File: config.mk
export PLATFORM = sky130hd
export DESIGN_NAME = usb_tx_pkt_arb
export DESIGN_NICKNAME = d
export VERILOG_FILES = /design/src/rtl/usb_pkg.sv /design/src/rtl/usb_tx_gap_timer.sv /design/src/rtl/usb_tx_pkt_arb.sv
export SDC_FILE = /design/constraint.sdc
export NUM_CORES = 1
export LEC_CHECK = 0
export CAP_MARGIN = 30
export CORE_MARGIN = 8
export CORE_UTILIZATION = 61
export DETAILED_ROUTE_END_ITERATION = 7
export DONT_BUFFER_PORTS = 1
export HOLD_SLACK_MARGIN = 0.12
export PLACE_DENSITY = 0.8
export RECOVER_POWER = 100
export SETUP_SLACK_MARGIN = 0.5
export SYNTH_ARGS = -nofsm -noshare
export SYNTH_HDL_FRONTEND = slang
export SYNTH_SLANG_ARGS = --single-unit
File: constraint.sdc
create_clock -name clk -period 2.5 [get_ports clk]
set_input_delay 0 -clock clk [delete_from_list [all_inputs] [get_ports clk]]
set_output_delay 0 -clock clk [all_outputs]
set_load 0.005 [all_outputs]
File: src/rtl/usb_pkg.sv
// Shared USB transmit-side definitions: PID type codes, PID values and the
// packet arbiter state encoding.
package usb_pkg;

    localparam logic [1:0] PID_TYPE_TOKEN     = 2'b01;
    localparam logic [1:0] PID_TYPE_HANDSHAKE = 2'b10;

    localparam logic [3:0] PID_OUT   = 4'h1;
    localparam logic [3:0] PID_IN    = 4'h9;
    localparam logic [3:0] PID_SOF   = 4'h5;
    localparam logic [3:0] PID_SETUP = 4'hD;
    localparam logic [3:0] PID_ACK   = 4'h2;
    localparam logic [3:0] PID_NAK   = 4'hA;
    localparam logic [3:0] PID_STALL = 4'hE;

    typedef enum logic [1:0] {
        ST_IDLE,
        ST_ISSUE,
        ST_WAIT_DONE,
        ST_GAP
    } tx_arb_state_t;

endpackage

File: src/rtl/usb_tx_gap_timer.sv
// Loadable down-counter with zero flag; one instance serves both the
// completion watchdog and the inter-packet gap.
module usb_tx_gap_timer #(
    parameter int CNT_W = 4
) (
    input  logic             clk,
    input  logic             rst,
    input  logic             load,
    input  logic             dec,
    input  logic [CNT_W-1:0] load_val,
    output logic [CNT_W-1:0] cnt,
    output logic             zero
);

    always_ff @(posedge clk or posedge rst) begin
        if (rst) begin
            cnt <= '0;
        end else if (load) begin
            cnt <= load_val;
        end else if (dec && (cnt != '0)) begin
            cnt <= cnt - CNT_W'(1);
        end
    end

    assign zero = (cnt == '0);

endmodule

File: src/rtl/usb_tx_pkt_arb.sv
// Shares the token/handshake packet transmitter between the handshake
// responder and the token issuer: arbitrate, check PID type, start, wait, gap.
module usb_tx_pkt_arb
    import usb_pkg::*;
#(
    parameter int GAP_CYCLES     = 2,
    parameter int TIMEOUT_CYCLES = 64,
    parameter int HS_MAX_RUN     = 4
) (
    input  logic       clk,
    input  logic       rst,
    input  logic       hs_valid,
    output logic       hs_ready,
    input  logic [3:0] hs_pid,
    input  logic       tk_valid,
    output logic       tk_ready,
    input  logic [3:0] tk_pid,
    input  logic [6:0] tk_addr,
    input  logic [3:0] tk_endp,
    output logic       tx_valid,
    input  logic       tx_ready,
    output logic [3:0] tx_pid,
    output logic [6:0] tx_addr,
    output logic [3:0] tx_endp,
    output logic       hs_done,
    output logic       tk_done,
    output logic       pid_err,
    output logic       tx_timeout,
    output logic       busy
);

    localparam int CNT_MAX = (GAP_CYCLES > TIMEOUT_CYCLES) ? GAP_CYCLES : TIMEOUT_CYCLES;
    localparam int CNT_W   = $clog2(CNT_MAX + 1);
    localparam int RUN_W   = $clog2(HS_MAX_RUN + 1);
    localparam bit HAS_GAP = (GAP_CYCLES > 0);

    // The counter is loaded with N-1 so that "zero" marks the last cycle.
    localparam logic [CNT_W-1:0] TO_LOAD  = CNT_W'(TIMEOUT_CYCLES - 1);
    localparam logic [CNT_W-1:0] GAP_LOAD = CNT_W'((GAP_CYCLES > 0) ? GAP_CYCLES - 1 : 0);
    localparam logic [RUN_W-1:0] RUN_MAX  = RUN_W'(HS_MAX_RUN);

    function automatic logic [RUN_W-1:0] run_sat_inc(input logic [RUN_W-1:0] r);
        return (r == RUN_MAX) ? RUN_MAX : r + RUN_W'(1);
    endfunction

    tx_arb_state_t    state;
    logic             src_tk;
    logic [RUN_W-1:0] run_cnt;

    logic             tk_win;
    logic             wd_first;
    logic             pkt_complete;
    logic             tmr_load;
    logic             tmr_dec;
    logic             tmr_zero;
    logic [CNT_W-1:0] tmr_load_val;
    logic [CNT_W-1:0] tmr_cnt;

    assign tk_win   = tk_valid && (!hs_valid || (run_cnt == RUN_MAX));
    assign hs_ready = (state == ST_IDLE) && hs_valid && !tk_win;
    assign tk_ready = (state == ST_IDLE) && tk_win;
    assign tx_valid = (state == ST_ISSUE) && tx_ready;
    assign busy     = (state != ST_IDLE);

    // The transmitter still shows ready in the first WAIT_DONE cycle.
    assign wd_first     = (tmr_cnt == TO_LOAD);
    assign pkt_complete = (state == ST_WAIT_DONE) && !wd_first && tx_ready;
    assign tx_timeout   = (state == ST_WAIT_DONE) && !pkt_complete && tmr_zero;

    assign tmr_load     = tx_valid || (HAS_GAP && (pkt_complete || tx_timeout));
    assign tmr_load_val = (state == ST_ISSUE) ? TO_LOAD : GAP_LOAD;
    assign tmr_dec      = (state == ST_WAIT_DONE) || (state == ST_GAP);

    usb_tx_gap_timer #(
        .CNT_W(CNT_W)
    ) u_timer (
        .clk      (clk),
        .rst      (rst),
        .load     (tmr_load),
        .dec      (tmr_dec),
        .load_val (tmr_load_val),
        .cnt      (tmr_cnt),
        .zero     (tmr_zero)
    );

    always_ff @(posedge clk or posedge rst) begin
        if (rst) begin
            state   <= ST_IDLE;
            src_tk  <= 1'b0;
            run_cnt <= '0;
            tx_pid  <= '0;
            tx_addr <= '0;
            tx_endp <= '0;
            hs_done <= 1'b0;
            tk_done <= 1'b0;
            pid_err <= 1'b0;
        end else begin
            hs_done <= 1'b0;
            tk_done <= 1'b0;
            pid_err <= 1'b0;
            case (state)
                ST_IDLE: begin
                    if (hs_ready) begin
                        tx_pid  <= hs_pid;
                        tx_addr <= '0;
                        tx_endp <= '0;
                        src_tk  <= 1'b0;
                        run_cnt <= tk_valid ? run_sat_inc(run_cnt) : '0;
                        if (hs_pid[1:0] == PID_TYPE_HANDSHAKE) state <= ST_ISSUE;
                        else                                   pid_err <= 1'b1;
                    end else if (tk_ready) begin
                        tx_pid  <= tk_pid;
                        tx_addr <= tk_addr;
                        tx_endp <= tk_endp;
                        src_tk  <= 1'b1;
                        run_cnt <= '0;
                        if (tk_pid[1:0] == PID_TYPE_TOKEN) state <= ST_ISSUE;
                        else                               pid_err <= 1'b1;
                    end
                end
                ST_ISSUE: begin
                    if (tx_ready) state <= ST_WAIT_DONE;
                end
                ST_WAIT_DONE: begin
                    if (pkt_complete) begin
                        hs_done <= !src_tk;
                        tk_done <= src_tk;
                        state   <= HAS_GAP ? ST_GAP : ST_IDLE;
                    end else if (tx_timeout) begin
                        state   <= HAS_GAP ? ST_GAP : ST_IDLE;
                    end
                end
                ST_GAP: begin
                    if (tmr_zero) state <= ST_IDLE;
                end
                default: state <= ST_IDLE;
            endcase
        end
    end

endmodule
## Word level (Yosys, flattened, before mapping)

Cells that the tools add are included.

| word-level totals | value |
|---|---|
| register bits | 31 |
| input bits | 24 |
| output and inout bits | 23 |
| logic and storage cells | 85 |

| operators by class | value |
|---|---|
| add/subtract/negate cells | 2 |
| equality and inequality tests | 13 |
| multiplexer cells | 33 |
| reduce and logical (&&, ||, !) cells | 27 |

Operators by type and width:

| operator | count |
|---|---|
| 7-bit 2-to-1 mux | 4 |
| 2-bit 2-to-1 mux | 8 |
| 4-bit 2-to-1 mux | 4 |
| 3-bit 2-to-1 mux | 4 |
| 1-bit 2-to-1 mux | 11 |
| 1-bit logical AND | 10 |
| 2-bit one-hot mux with 4 select lines | 1 |
| 7-bit by 6-bit equality test with 1-bit output (second input constant) | 1 |
| 7-bit zero test | 1 |
| 7-bit nonzero test | 1 |
| 7-bit by 1-bit subtractor with 7-bit output (second input constant) | 1 |
| 2-bit equality test (second input constant) | 3 |
| 6-bit 2-to-1 mux | 1 |
| 3-bit by 2-bit != test with 1-bit output (second input constant) | 2 |
| 3-bit != test (second input constant) | 2 |
| 6-bit AND reduction | 1 |
| 2-bit nonzero test | 3 |
| 1-bit zero test | 5 |
| 2-bit by 1-bit equality test with 1-bit output (second input constant) | 2 |
| 1-bit logical OR | 4 |
| 2-bit != test (second input constant) | 2 |
| 3-bit by 1-bit adder with 3-bit output (second input constant) | 1 |
| 3-bit equality test (second input constant) | 1 |
| 2-bit zero test | 1 |
| 2-bit AND reduction | 1 |

## Longest topological paths before layout

Gate-level depths: netlist (run 1).

| logic depth | value |
|---|---|
| word-level depth | 10 |
| mapped depth | 8 |
| depth with buffers taken out | 7 |

## Hierarchy

A second synthesis (run 1) with hierarchy kept.

| unflattened totals | value |
|---|---|
| cell total of the unflattened synthesis | 168 |
| area total of the unflattened synthesis | 1,692.9 um^2 |

By module, submodules not included:

| module | instances | cells each | area each (um^2) | seq. area each (um^2) |
|---|---|---|---|---|
| usb_tx_pkt_arb | 1 | 110 | 1,188.6 | 600.6 |
| usb_tx_gap_timer | 1 | 58 | 504.2 | 175.2 |

## Worst setup path before layout (run 1)

Ideal clock, no wire load.

| path | value |
|---|---|
| path kind | register -> register |
| from | register u_timer.cnt[0] |
| to | register u_timer.cnt[4] |
| library setup time | 82 ps |
| data arrival time | 1,670 ps |
| required time | 2,418 ps |
| path slack | 748 ps |
| stages on the path, launching flop included | 8 |
| path buffers | 0 |
| clock period less this slack | 1,752 ps |
| path through | dfrtp_1 inv_1 ha_1 and2b_2 a21oi_4 nand2_2 or4_1 a31oi_1 |

| on the way | value |
|---|---|
| word-level cells in the longest chain between the ends | 10 |
| elaborated cells between the ends (all ways) | 16 |
| those cells by class | add/sub (1); eq/ne (1); mux (2); reduce/logical (12) |

Ends and longest elaborated chain:

| what | line | RTL |
|---|---|---|
| from (decl) | usb_tx_gap_timer.sv:11 | `output logic [CNT_W-1:0] cnt,` |
| from (signal assigned) | usb_tx_gap_timer.sv:19 | `cnt <= load_val;` |
| from (signal assigned) | usb_tx_gap_timer.sv:21 | `cnt <= cnt - CNT_W'(1);` |
| 7-bit by 6-bit equality test with 1-bit output | usb_tx_pkt_arb.sv:66 | `assign wd_first = (tmr_cnt == TO_LOAD);` |
| 1-bit zero test | usb_tx_pkt_arb.sv:67 | `assign pkt_complete = (state == ST_WAIT_DONE) && !wd_first && tx_ready;` |
| 1-bit logical AND (2 in a row) | usb_tx_pkt_arb.sv:67 |  |
| 1-bit zero test | usb_tx_pkt_arb.sv:68 | `assign tx_timeout = (state == ST_WAIT_DONE) && !pkt_complete && tmr_zero;` |
| 1-bit logical AND (2 in a row) | usb_tx_pkt_arb.sv:68 |  |
| 1-bit logical OR (2 in a row) | usb_tx_pkt_arb.sv:70 | `assign tmr_load = tx_valid \|\| (HAS_GAP && (pkt_complete \|\| tx_timeout));` |
| 7-bit 2-to-1 mux or 2-bit nonzero test (tied branches) | n/a |  |

Several ways; a longest one is shown, not always the timed one. The select of a mux whose other input is x is not followed.
A chain may end at the register's enable or synchronous reset.

## Worst setup path after layout (run 1)

| path | value |
|---|---|
| from | register run_cnt[0] |
| to | register tx_endp[2] |

| on the way | value |
|---|---|
| word-level cells in the longest chain between the ends | 7 |
| elaborated cells between the ends (all ways) | 9 |
| those cells by class | eq/ne (1); mux (1); reduce/logical (7) |

Ends and longest elaborated chain:

| what | line | RTL |
|---|---|---|
| from (decl) | usb_tx_pkt_arb.sv:48 | `logic [RUN_W-1:0] run_cnt;` |
| from (signal assigned) | usb_tx_pkt_arb.sv:108 | `run_cnt <= tk_valid ? run_sat_inc(run_cnt) : '0;` |
| 3-bit equality test * | usb_tx_pkt_arb.sv:59 | `assign tk_win = tk_valid && (!hs_valid \|\| (run_cnt == RUN_MAX));` |
| 1-bit logical OR * | usb_tx_pkt_arb.sv:59 |  |
| 1-bit logical AND * | usb_tx_pkt_arb.sv:59 |  |
| 1-bit zero test | usb_tx_pkt_arb.sv:60 | `assign hs_ready = (state == ST_IDLE) && hs_valid && !tk_win;` |
| 1-bit logical AND | usb_tx_pkt_arb.sv:60 |  |
| 2-bit nonzero test (no source line) | n/a |  |
| 2-bit AND reduction (no source line) | n/a |  |
| to (signal assigned) | usb_tx_pkt_arb.sv:114 | `tx_endp <= tk_endp;` |
| to (decl) | usb_tx_pkt_arb.sv:24 | `output logic [3:0] tx_endp,` |

Every way passes the cells marked *; elsewhere a longest branch is shown, timed or not.

==> results of run 1 <==
## Yosys cell counts, types with 2 or more instances
library cell,count
xor2_1,2
mux2i_1,3
xnor2_1,3
dfrtp_1,31
a21oi_1,5
nor2b_1,3
nand2_1,15
inv_1,12
o21ai_0,5
ha_1,10
a22o_1,11
o31ai_1,2
a22oi_1,2
nand4_1,2
nand3_1,9
nor2_1,8
## state kept, by name, summed over array words and instances, names as in the netlist
signal	cells
hs_done	1
pid_err	1
run_cnt	3
src_tk	1
state	2
tk_done	1
tx_addr	7
tx_endp	4
tx_pid	4
u_timer.cnt	7
## power by group through the flow
stage	combinational (mW)	clock [mW]	sequential [mW]
floorplan	0.710	0	0.918
global placement	0.784	0	0.970
detailed placement	0.846	0	0.992
CTS	0.882	0.285	0.987
global route	1.05	0.319	1.03
finish	0.967	0.294	0.998
## how the worst min path moves through the flow
stage / start / endpoint / slack, ns
2_1_floorplan: rst / hs_done$_DFF_PP0_ / 0.1
3_3_place_gp: rst / tx_addr[0]$_DFFE_PP0P_ / -0.01
3_5_place_dp: rst / tx_addr[0]$_DFFE_PP0P_ / -0.01
4_1_cts: rst / run_cnt[1]$_DFFE_PP0P_ / 0.17
5_1_grt: tk_pid[0] / state[0]$_DFFE_PP0P_ / 0.22
6_report: tk_pid[0] / state[0]$_DFFE_PP0P_ / 0.22
## stage by stage
step	util	instance area [µm²]	worst slack [ns]	power, mW	cells
3_3_place_gp	0.648	1590	0.672	1.75	175
5_1_grt	0.795	1950	0.264	2.40	216
4_1_cts	0.766	1880	0.534	2.15	207
3_5_place_dp	0.648	1590	0.557	1.84	175
2_1_floorplan	-	1570	0.748	1.63	147
6_report	0.795	1950	0.343	2.26	216
## per-layer routing
layer,part of all wire,vias to the layer above,global-route usage,routed length [µm]
met2,0.54,62,0.342,2410
met1,0.36,640,0.209,1630
met3,0.073,15,0.0604,326
li1,-,593,-,-
met5,0,-,0,0
met4,0.027,0,0.112,119
## logic make-up (layout without fill, tap and decap cells)
kind of cell	Yosys count	in the layout	share of synthesized area
flops	31	31	0.496
xor+xnor	5	5	0.0280
mux	5	5	0.0360
simple gates	46	46	0.154
buf+inv	16	55	0.0440
fa+ha+maj	10	10	0.0799
compound gates	34	34	0.162
## timing repair
item,CTS,global route
resized for setup,0,6
hold endpoints to repair,57,2
buffers inserted,0,4
hold buffers,24,2
setup endpoints to repair,0,17
## tightest hold or removal path, cell delays in order
cell     delay, ns
nor2b_1       0.13
nand3_1       0.09
a32oi_1       0.11
nand2_1       0.12
mux2i_1       0.09
## final cells by class
class	instances	area, µm²	share of cell area
clock inverters	1	5.00	0.00257
clock buffers	7	45.0	0.0231
repair inverters	2	10.0	0.00513
multi-input cells	100	726	0.372
inverters	13	52.6	0.0269
well taps	30	37.5	0.0192
flip-flops and latches	31	777	0.398
repair buffers	32	298	0.153
==> summary.txt, run 1 <==
Setup path
  • Worst path arrival time: 2.39 ns
  • FF-to-FF path depth: 6
  • Worst R2R End: tx_endp[2]$_DFFE_PP0P_
  • Crit path to: tx_endp[2]$_DFFE_PP0P_
  • CP cell instances: inv_1, ha_1, a21bo_2, nand3_1, clkinvlp_2, a22o_1
  • Max incr delay on CP: 0.43 ns
  • Critical Path Stages: 6
  • Slowest-stage cell, CP: clkinvlp_2
  • Nature of the critical path startpoint: flip-flop
  • Critical Path RT: 2.74 ns
  • Crit path max fanout: 7
  • Crit-path leading delay family: compound AO/OA/AOI/OAI gates
  • R2R Setup Slk: 0.34 ns
  • Crit path buf inv count: 2
  • Critical setup path kind: flip-flop to flip-flop
  • CP startpoint: run_cnt[0]$_DFFE_PP0P_
  • Worst R2R Start: run_cnt[0]$_DFFE_PP0P_
  • Crit path capture type: flip-flop

Placed design
  • Hpwl dp: 2.72 mm
  • I/O Buffers: 0
  • GP Congestion: 0.905

Power
  • Clk network pwr share: 0.130
  • Max IR drop VDD: 0.841 mV
  • Leak: 0.897 nW
  • Pwr Density: 1160 nW/µm²
  • Pint: 1.29 mW
  • Psw: 0.968 mW
  • Sequential share of power: 0.442
  • Sw frac: 0.429
  • Comb power frac: 0.428

GRT
  • Largest net degree at the start of global routing: 32
  • Vias in the first global route: 1351
  • First-pass GRT wire length: 6.63 mm
  • Gr ovfl total: 0
  • GR Util All Layers: 0.198
  • Antenna violations before repair: 0

Yosys
  • Post-synthesis cell area: 1570 µm²
  • Seq/Total Area, Yosys: 0.496
  • Netlist cell types: 40
  • Largest area contributor in the netlist: dfrtp_1
  • Synthesized instance count: 147
  • Yosys reg bits: 31
  • Yosys warns: 0
  • Top_reg_cell synth: dfrtp_1
  • Post-Syn Nets: 181
  • Post-synth EDFFs: 0
  • Area fraction of the dominant cell type after synthesis: 0.496
  • Asr flop ratio synth: 1.00
  • Syn Area/Cell: 10.6 µm²
  • Synth top area cells: dfrtp_1 (50%), ha_1 (8.0%), a22o_1 (6.2%)

Floorplan
  • Die X: 66.7 µm
  • Full die area: 4440 µm²
  • Core area: 2450 µm²
  • Die Y: 66.7 µm
  • I/O pins: 47
  • Initial core utilization: 0.638
  • Rows: 18

STA
  • Hold Vio Cnt, Final: 0
  • Fmax: 464 MHz
  • Max-slew violation count: 32
  • Period minus WS final: 2.16 ns
  • Hold_ws: 0.222 ns
  • Crit share post-route: 0.863
  • Slew headroom: -0.0656
  • Setup Skew: 0.0176 ns
  • Setup TNS: 0 ns
  • Setup Viol. Count Final: 0
  • Slew at the pin closest to its max-slew limit: 1.60 ns
  • RSZ-0062 raised after global routing: false

Job
  • Max Cap Viol: 1

Finish
  • Layout cells sized above 1: 0.118
  • Fill cells: 144
  • Most frequent cells in the layout: dfrtp_1 (30), dlygate4sd3_1 (26), nand2_1 (15)
  • Final nets: 219
  • Area delta synth->final: 24.6%
  • Most common cell after layout, fill and taps aside: dfrtp_1
  • # diodes: 0

Worst hold path
  • Worst hold stages: 5
  • Hold Path Class: input pin to flip-flop

Route
  • Drt wl/cell: 20.8 µm
  • Drt total wl: 4.49 mm
  • DRC errors left: 0
  • Drt first pass iters: 4
  • Antenna viol nets, final: 0
  • Drt first-iter violations: 72
  • Via/cell ratio: 6.06
  • Vias: 1310

Clocking
  • Clock Sinks: 31
  • CTS tree: built
  • # H-tree levels: 2
  • Worst-path clk slew: 0.11 ns
  • Insertion delay to the later sink of the worst-skew pair: 0.36 ns
  • CTS Buffer Depth: 2
  • TritonCTS buffer count: 5
  • Clk root buf: clkbuf_4

Run status
  • Failing checks: capacitance limit, slew limit
  • Run status: complete, but fails checks
No activity file was read; power rests on OpenSTA's default activity.
==> inputs of run 2 (changes only) <==
--- a/config.mk
+++ b/config.mk
@@ -5,13 +5,13 @@
 export SDC_FILE = /design/constraint.sdc
 export NUM_CORES = 1
 export LEC_CHECK = 0
+export BUFFER_PORTS_ARGS = -buffer_cell sky130_fd_sc_hd__buf_2
 export CAP_MARGIN = 30
 export CORE_MARGIN = 8
-export CORE_UTILIZATION = 61
+export CORE_UTILIZATION = 50
 export DETAILED_ROUTE_END_ITERATION = 7
-export DONT_BUFFER_PORTS = 1
 export HOLD_SLACK_MARGIN = 0.12
-export PLACE_DENSITY = 0.8
+export PLACE_DENSITY = 0.81
 export RECOVER_POWER = 100
 export SETUP_SLACK_MARGIN = 0.5
 export SYNTH_ARGS = -nofsm -noshare
==> run 2 against run 1 <==
  * The run now ends clean
  * Cell area grew 11%
  * Maximum frequency is 3.1% higher
  * Total power is 4.3% higher
  * Worst setup slack better by 0.065 ns
  * Clock power rose by 12%
  * Utilization fell by 7.6 points
  * Die area grew 17%
  * Critical path depth up 1
  * Routed wire length rose by 0.78%
  * Sequential share of layout area shrank 4.1 points
  * First-iteration DRC count up 63%
==> summary.txt, run 2 (same netlist as run 1, synthesis figures left out) <==
Run status
  • Run status: completed

Setup path
  • CP startpoint: run_cnt[0]$_DFFE_PP0P_
  • Crit path max fanout: 6 (-1)
  • FF-to-FF path depth: 7 (+1)
  • R2R Setup Slk: 0.41 ns (+0.07 ns)
  • Crit path capture type: flip-flop
  • Worst R2R End: tx_endp[2]$_DFFE_PP0P_
  • Critical setup path kind: flip-flop to flip-flop
  • Critical Path RT: 2.72 ns (-0.02 ns)
  • Worst path arrival time: 2.31 ns (-0.08 ns)
  • Worst R2R Start: run_cnt[0]$_DFFE_PP0P_
  • Nature of the critical path startpoint: flip-flop

Power
  • Psw: 0.962 mW (-0.65%)
  • Comb power frac: 0.462 (+0.034)
  • Pwr Density: 1080 nW/µm² (-6.5%)
  • Leak: 1.05 nW (+17%)
  • Max IR drop VDD: 0.519 mV (-38%)
  • Pwr Total: 2.36 mW (+4.3%)
  • Clk network pwr share: 0.140 (+0.010)
  • Pint: 1.39 mW (+8.0%)
  • Sequential share of power: 0.398 (-0.044)
  • Sw frac: 0.408 (-0.0202)

Floorplan
  • Rows: 20 (+2)
  • Full die area: 5180 µm² (+17%)
  • Die X: 72.0 µm (+7.9%)
  • Core area: 3030 µm² (+23%)
  • I/O pins: 47 (unchanged)
  • Initial core utilization: 0.517 (-0.121)
  • Die Y: 72.0 µm (+7.9%)

GRT
  • Vias in the first global route: 1491 (+10%)
  • Antenna violations before repair: 0 (unchanged)
  • Gr ovfl total: 0 (unchanged)
  • First-pass GRT wire length: 7.02 mm (+5.8%)
  • GR Util All Layers: 0.172 (-0.0265)
  • Largest net degree at the start of global routing: 32 (unchanged)

Finish
  • Core Util, Final: 0.718 (-0.0764)
  • Final nets: 263 (+20%)
  • Layout cells sized above 1: 0.213 (+0.0948)
  • Biggest regs: tx_addr: 7 flops, u_timer.cnt: 7 flops
  • Most common cell after layout, fill and taps aside: dfrtp_1
  • Area taken by flip-flops and latches: 777 µm² (unchanged)
  • Most frequent cells in the layout: dfrtp_1 (30), buf_2 (29), dlygate4sd3_1 (26)
  • Fill cells: 202 (+40%)
  • Area delta synth->final: 38.9%
  • Area of the multi-input gates: 714 µm² (-1.6%)

STA
  • Slew headroom: 0.582 (+0.647)
  • Hold_ws: 0.287 ns (+0.0650 ns)
  • Slew at the pin closest to its max-slew limit: 0.623 ns (-0.976 ns)
  • Fmax: 478 MHz (+3.1%)
  • Crit share post-route: 0.837 (-0.0261)
  • Setup Viol. Count Final: 0 (unchanged)
  • Setup TNS: 0 ns (unchanged)
  • Hold Vio Cnt, Final: 0 (unchanged)
  • Setup Skew: 0.00705 ns (-0.0106 ns)
  • Period minus WS final: 2.09 ns (-0.0652 ns)
  • RSZ-0062 raised after global routing: true
  • Max-slew violation count: 0 (-100%)

Placed design
  • I/O Buffers: 46 (+46)
  • GP Congestion: 0.885 (-2.2%)
  • Hpwl dp: 2.80 mm (+3.1%)

Route
  • Antenna viol nets, final: 0 (unchanged)
  • Drt first pass iters: 4 (unchanged)
  • Drt first-iter violations: 117 (+63%)
  • Vias: 1506 (+15%)
  • Drt wl/cell: 16.5 µm (-21%)
  • DRC errors left: 0 (unchanged)
  • Drt total wl: 4.53 mm (+0.78%)
  • Via/cell ratio: 5.48 (-9.7%)

Clocking
  • CTS tree: built
  • Insertion delay to the later sink of the worst-skew pair: 0.33 ns (-0.03 ns)
  • Clock Sinks: 31 (unchanged)
  • # H-tree levels: 2 (unchanged)
  • CTS Buffer Depth: 2 (unchanged)
  • TritonCTS buffer count: 5 (unchanged)
  • Clk root buf: clkbuf_4
  • Worst-path clk slew: 0.10 ns (about the same)

Job
  • Max Cap Viol: 0 (-1)

Worst hold path
  • Hold Path Class: input pin to async pin
==> run 2: changes by cell type in the layout (fill, tap and decap cells not counted), sizes merged <==
cell / delta
buf: +29
clkbuf: +18
clkinv: -1
clkinvlp: -2
diode: +1
==> run 2: through the flow <==
step	area (µm²)	setup slack, ns	cells
floorplan	1570	0.748	147
global placement	1840	0.712	235
detailed placement	1840	0.587	235
CTS	2200	0.527	273
global route	2170	0.262	274
finish	2170	0.408	275
==> run 2: per-layer routing <==
layer / vias to the layer above / wire length, µm / track usage
met3: 21 / 340 / 0.0482
met1: 716 / 1720 / 0.198
met5: - / 0 / 0
met2: 83 / 2310 / 0.280
li1: 686 / - / -
met4: 0 / 160 / 0.0975
==> run 2: worst max-delay path, cell delays in order, from the launching register on <==
cell        delay, ns
dfrtp_1          0.41
inv_1            0.06
ha_1             0.27
a21bo_2          0.25
nand3_1          0.24
clkinvlp_2       0.29
clkbuf_1         0.22
a22o_1           0.25
==> run 2: what timing repair did <==
item,4_1_cts,5_1_grt
hold endpoints to repair,52,0
endpoints found under the setup margin,1,16
setup buffers,4,0
pin swaps,0,1
resized for setup,1,4
hold buffers,26,0
==> run 2: worst max-delay path by stage <==
stage	endpoint	slack, ns	depth (start not counted)
after floorplan	u_timer.cnt[4]$_DFFE_PP0P_	0.75	7
after global placement	u_timer.cnt[4]$_DFFE_PP0P_	0.71	7
after detailed placement	u_timer.cnt[4]$_DFFE_PP0P_	0.59	7
after CTS	pid_err$_DFF_PP0_	0.53	6
after global routing	tx_endp[2]$_DFFE_PP0P_	0.26	7
final	tx_endp[2]$_DFFE_PP0P_	0.41	7
==> run 2: layout make-up <==
cell class	instances	area share
Sequential cell	31	0.357
Inverter	13	0.0230
Antenna cell	1	0.00115
Timing Repair Buffer	78	0.233
Tap cell	44	0.0253
Multi-Input combinational cell	100	0.329
Clock buffer	8	0.0316
==> run 2: power by group through the flow <==
stage / Sequential [mW] / Clock [mW] / Combinational [mW]
2_1_floorplan: 0.918 / 0 / 0.710
3_3_place_gp: 0.912 / 0 / 0.978
3_5_place_dp: 0.935 / 0 / 1.04
4_1_cts: 0.928 / 0.335 / 1.10
5_1_grt: 0.963 / 0.353 / 1.19
6_report: 0.938 / 0.330 / 1.09
